===== src/rtl/axis_loopback_responder.sv =====
// AXI-Stream loopback responder: buffers accepted beats in a FIFO and echoes them
// back to the sender, with the reply tdest taken from the original tid.
// Latency: at least one cycle; output is driven only from registered FIFO state.
// Backpressure: in_tready drops when the FIFO is full or when a new packet is refused.
// Ports:
//   clk, rst_n        rising-edge clock, synchronous active-low reset
//   enable            admit new packets (a packet already in progress always completes)
//   axis_in_*         AXI-Stream sink from the NoC
//   axis_out_*        AXI-Stream echo source to the NoC
//   echoed_packets    count of fully retransmitted packets (wraps)
//   misroute_error    sticky: a beat arrived whose tdest was not NODE_ID
//   occupancy         beats currently buffered
module axis_loopback_responder #(
    parameter int TDATA_WIDTH = 64,
    parameter int TDEST_WIDTH = 2,
    parameter int TID_WIDTH   = 2,
    parameter int COUNT_WIDTH = 32,
    parameter int NODE_ID     = 0,
    parameter int FIFO_DEPTH  = 8
) (
    input  logic                          clk,
    input  logic                          rst_n,
    input  logic                          enable,
    input  logic                          axis_in_tvalid,
    output logic                          axis_in_tready,
    input  logic [TDATA_WIDTH-1:0]        axis_in_tdata,
    input  logic                          axis_in_tlast,
    input  logic [TID_WIDTH-1:0]          axis_in_tid,
    input  logic [TDEST_WIDTH-1:0]        axis_in_tdest,
    output logic                          axis_out_tvalid,
    input  logic                          axis_out_tready,
    output logic [TDATA_WIDTH-1:0]        axis_out_tdata,
    output logic                          axis_out_tlast,
    output logic [TID_WIDTH-1:0]          axis_out_tid,
    output logic [TDEST_WIDTH-1:0]        axis_out_tdest,
    output logic [COUNT_WIDTH-1:0]        echoed_packets,
    output logic                          misroute_error,
    output logic [$clog2(FIFO_DEPTH):0]   occupancy
);

    localparam int PTR_W   = $clog2(FIFO_DEPTH);
    localparam int OCC_W   = PTR_W + 1;
    localparam int ENTRY_W = TDATA_WIDTH + 1 + TID_WIDTH;
    localparam logic [OCC_W-1:0]       DEPTH_OCC = OCC_W'(FIFO_DEPTH);
    localparam logic [TDEST_WIDTH-1:0] MY_DEST   = TDEST_WIDTH'(NODE_ID);
    localparam logic [TID_WIDTH-1:0]   MY_ID     = TID_WIDTH'(NODE_ID);

    typedef enum logic {
        ST_IDLE,
        ST_IN_PKT
    } state_t;

    state_t                 state_q, state_d;
    logic [PTR_W-1:0]       wr_ptr_q, wr_ptr_d;
    logic [PTR_W-1:0]       rd_ptr_q, rd_ptr_d;
    logic [OCC_W-1:0]       occ_q, occ_d;
    logic [COUNT_WIDTH-1:0] echoed_q, echoed_d;
    logic                   misroute_q, misroute_d;

    // Entry layout: {tdata, tlast, tid}; tdest is checked on entry but not kept.
    logic [ENTRY_W-1:0]     mem_q [FIFO_DEPTH];
    logic [ENTRY_W-1:0]     head;

    logic push;
    logic pop;

    // Gating with rst_n keeps both handshakes quiet while reset is held, even
    // before the first reset edge has cleared the state.
    assign axis_in_tready  = rst_n && (enable || (state_q == ST_IN_PKT)) && (occ_q < DEPTH_OCC);
    assign axis_out_tvalid = rst_n && (occ_q != '0);

    assign push = axis_in_tvalid && axis_in_tready;
    assign pop  = axis_out_tvalid && axis_out_tready;

    assign head           = mem_q[rd_ptr_q];
    assign axis_out_tdata = head[ENTRY_W-1 -: TDATA_WIDTH];
    assign axis_out_tlast = head[TID_WIDTH];
    assign axis_out_tdest = head[TID_WIDTH-1:0];
    assign axis_out_tid   = MY_ID;

    assign echoed_packets = echoed_q;
    assign misroute_error = misroute_q;
    assign occupancy      = occ_q;

    always_comb begin
        state_d    = state_q;
        wr_ptr_d   = wr_ptr_q;
        rd_ptr_d   = rd_ptr_q;
        occ_d      = occ_q;
        echoed_d   = echoed_q;
        misroute_d = misroute_q;

        if (push) begin
            wr_ptr_d = wr_ptr_q + PTR_W'(1);
            state_d  = axis_in_tlast ? ST_IDLE : ST_IN_PKT;
            if (axis_in_tdest != MY_DEST) begin
                misroute_d = 1'b1;
            end
        end

        if (pop) begin
            rd_ptr_d = rd_ptr_q + PTR_W'(1);
            if (axis_out_tlast) begin
                echoed_d = echoed_q + COUNT_WIDTH'(1);
            end
        end

        case ({push, pop})
            2'b10:   occ_d = occ_q + OCC_W'(1);
            2'b01:   occ_d = occ_q - OCC_W'(1);
            default: occ_d = occ_q;
        endcase
    end

    always_ff @(posedge clk) begin
        if (!rst_n) begin
            state_q    <= ST_IDLE;
            wr_ptr_q   <= '0;
            rd_ptr_q   <= '0;
            occ_q      <= '0;
            echoed_q   <= '0;
            misroute_q <= 1'b0;
        end else begin
            state_q    <= state_d;
            wr_ptr_q   <= wr_ptr_d;
            rd_ptr_q   <= rd_ptr_d;
            occ_q      <= occ_d;
            echoed_q   <= echoed_d;
            misroute_q <= misroute_d;
        end
    end

    // Storage needs no reset: occupancy alone decides what is valid.
    always_ff @(posedge clk) begin
        if (push) begin
            mem_q[wr_ptr_q] <= {axis_in_tdata, axis_in_tlast, axis_in_tid};
        end
    end

endmodule


===== config.mk =====
export PLATFORM = sky130hd
export DESIGN_NAME = axis_loopback_responder
export DESIGN_NICKNAME = d
export VERILOG_FILES = /design/src/rtl/axis_loopback_responder.sv
export SDC_FILE = /design/constraint.sdc
export NUM_CORES = 1
export LEC_CHECK = 0
export CAP_MARGIN = 40
export CELL_PAD_IN_SITES_DETAIL_PLACEMENT = 0
export CELL_PAD_IN_SITES_GLOBAL_PLACEMENT = 1
export CORE_AREA = 10 10 164 281
export CTS_CLUSTER_DIAMETER = 100
export DETAILED_ROUTE_END_ITERATION = 8
export DIE_AREA = 0 0 174 291
export DONT_BUFFER_PORTS = 1
export GPL_TIMING_DRIVEN = 0
export PLACE_DENSITY = 0.77
export SYNTH_ARGS = -nofsm -noshare
export SYNTH_HDL_FRONTEND = slang
export SYNTH_SLANG_ARGS = --single-unit

===== constraint.sdc =====
create_clock -name clk -period 18.5 [get_ports clk]
set_input_delay 3.7 -clock clk [delete_from_list [all_inputs] [get_ports clk]]
set_output_delay 3.7 -clock clk [all_outputs]
set_load 0.01 [all_outputs]

==> impl_metrics.yaml <==
status:
  status: "completed"
layout:
  instances_no_fill: 1769
  nets: 1257
  final_cell_mix: "edfxtp_1 (536), mux4_2 (132), mux2_2 (66), clkbuf_16 (51), dfxtp_1 (47)"
  syn_to_final_growth_pct: 13.5
  final_common_cell: "edfxtp_1"
  final_cell_area_um2: 25400
  diodes: 0
  layout-drive-gt1-share: 0.297
critical_path:
  end_kind: "output port"
  crit_path_max_fanout: 10
  path_cells: "clkbuf_1 -> clkbuf_1 -> and2_1"
  rr_endpoint: "mem_q[0][33]"
  crit_arrival_ps: 4870
  crit_top_cell: "clkbuf_1"
  r2r_setup_slack_ps: 15470
  crit_start: "rst_n"
  critPathKind: "primary input to output port"
  critPathLaunchType: "primary input"
  cp_slowest_cell: "clkbuf_1"
  r2r-start: "occupancy[3]"
  ff2ff_path_depth: 9
  critPathRequiredTime_ps: 14800
  crit_path_max_incr_delay_ps: 490
timing:
  clock_skew_ps: 18.0
  slew_viol_final: 0
  fin_crit_ps: 8570
  maxSlewHeadroom: 0.396
  rsz0062_at_grt: "false"
  timing.hold.ws_ps: 513
  tightest_slew_ps: 901
  hold_viol: 0
  fmax_mhz: 117
  setup_ws_ps: 9930
  finalSetupViolations: 0
  finalCritPeriodShare: 0.463
  setup_tns_ps: 0
yosys:
  synthMuxAreaShare: 0.171
  ys_top_cells_by_area: "edfxtp_1 (72%), mux4_2 (13%), dfxtp_1 (4.2%)"
  async_flop_share: 0
  yosys.area_share.simple: 0.0324
  synth_area_um2: 22400
  synth.yosys.seq_area_share: 0.760
  synth_top_family_by_area: "multiplexers"
  synth_cell_type_count: 47
  syn_area_per_cell_um2: 21.2
  yosys_warnings: 0
  yosys.area.top_type: "edfxtp_1"
  yosys_most_used_dff: "edfxtp_1"
  synth_compound_area_frac: 0.0176
  synth-edff-count: 536
  synth-seq-cells: 583
  synth_fa_ha_area_frac: 0.00335
  synth_cells: 1059
  synth_top_area_frac: 0.718
  synth-xor-area-share: 0.00352
detailed_routing:
  drt-pass1-iter-count: 5
  dr_wl_met2_mm: 24.7
  ant_nets: 0
  vias: 10500
  avgViaCountPerCell: 5.93
  wl_met3_mm: 3.49
  wl_per_cell_um: 26.4
  wl_met1_mm: 17.5
  finalWirelength_mm: 46.7
  top_layer_used: "met4"
  drtIter0Drc: 639
  drc_errors: 0
pwr:
  power_per_cell_area_nw_per_um2: 99.2
  p_leak_nw: 7.81
  ir_drop_mv: 0.0798
floorplanning:
  rows: 99
  coreArea_um2: 41400
  die_h_um: 291
  die_area_um2: 50600
  initial_core_util: 0.542
  die_x_um: 174
  pin_count: 182
cts:
  ctsHoldBuffers: 0
  cts_max_path_buffers: 3
  post_cts_resized: 0
  clkSinkCount: 583
  cts_setup_buffers: 0
  clock_latency_ps: 570
  clk_root_buffer_cell: "clkbuf_16"
  cts_tree: "built"
  htreeDepth: 2
  path_clk_slew_ps: 60
  cts_buffers: 49
placed_design:
  post-place-ws_ps: 9900
  post-place-cells: 1680
  place.gp.congestion: 0.754
  portBuffers: 0
  placed_cell_area_um2: 23900
  place.detailed.hpwl_mm: 32.2
global_routing:
  grt_pass1_vias: 11100
  overflow: 0
  grt_max_degree: 23
  grt_pass1_wl_mm: 70.9
  antenna_found_initial: 0
  grt.total_usage: 0.185
min_path:
  hold_depth: 2
  min-delay-start: "state_q"
  hold_path_class: "flop to flop"
  hold_path_end: "state_q"
run:
  maxCapViolations: 0
[synth_stat cells (11+ instances only)]
cell type  number
mux4_2        132
nand2_1        31
nand3_1        11
edfxtp_1      536
clkbuf_1       23
buf_2          12
buf_1          13
nand4_1        11
nor2_1         17
mux2_2         66
or3_1          13
a21oi_1        25
dfxtp_1        47
[power by group]
group | internal, mW | switching, mW | total [mW] | leakage (nW)
clock | 0.549 | 0.436 | 0.984 | 0.733
combinational | 0.0428 | 0.0458 | 0.0886 | 1.87
sequential | 1.45 | 0.00385 | 1.45 | 5.21
total | 2.04 | 0.485 | 2.52 | 7.81
[sequential cells by signal, indices dropped and copies added, names as in the netlist, named ones only]
signal and cells:
wr_ptr_q 3, state_q 1, echoed_packets 32, occupancy 4, mem_q 536, misroute_error 1
rd_ptr_q 3
[critical path, delay by kind of cell]
kind / cells / cell delay (ps)
buffers and inverters: 2 / 890
AND/OR/NAND/NOR: 1 / 270
[layer usage]
layer | global-route usage | vias up
met2 | 0.325 | 291
met5 | 0 | -
li1 | - | 4612
met4 | 0.0523 | 0
met1 | 0.215 | 5521
met3 | 0.0568 | 64
[how the worst max path moves through the flow]
| stage | slack [ps] | to |
|---|---|---|
| global placement | -150 | mem_q[0][59] |
| CTS | 9890 | axis_out_tvalid |
| global route | 9780 | axis_out_tvalid |
| finish | 9930 | axis_out_tvalid |
| detailed placement | 9900 | axis_out_tvalid |
| floorplan | 6850 | mem_q[0][0] |
[through the flow]
stage                     power [mW]   util
after global routing            2.60  0.615
after detailed placement        1.57  0.578
after global placement          1.57  0.559
after CTS                       2.55  0.615
final                           2.52  0.615
after floorplan                 1.55      -
[area by class of cell]
cell class / instances / area [um2]
tap: 555 / 694
clock buffer: 71 / 1350
multi-input combinational: 416 / 5160
fill: 2944 / 15900
timing repair buffer: 66 / 769
buffer: 54 / 248
inverter: 7 / 26.3
sequential: 583 / 17000
clock inverter: 17 / 160
[logic make-up (layout without fill, tap and decap cells)]
| kind of cell | Yosys count | count (layout) |
|---|---|---|
| DFF | 583 | 583 |
| and+or+nand+nor | 129 | 129 |
| buffers and inverters | 61 | 215 |
| other | 1 | 2 |
| muxes | 209 | 209 |
| AOI/OAI and AO/OA | 61 | 61 |
| adders and majority gates | 6 | 6 |
| xor gates and xnor gates | 9 | 9 |
(Power assumes the default switching activity.)
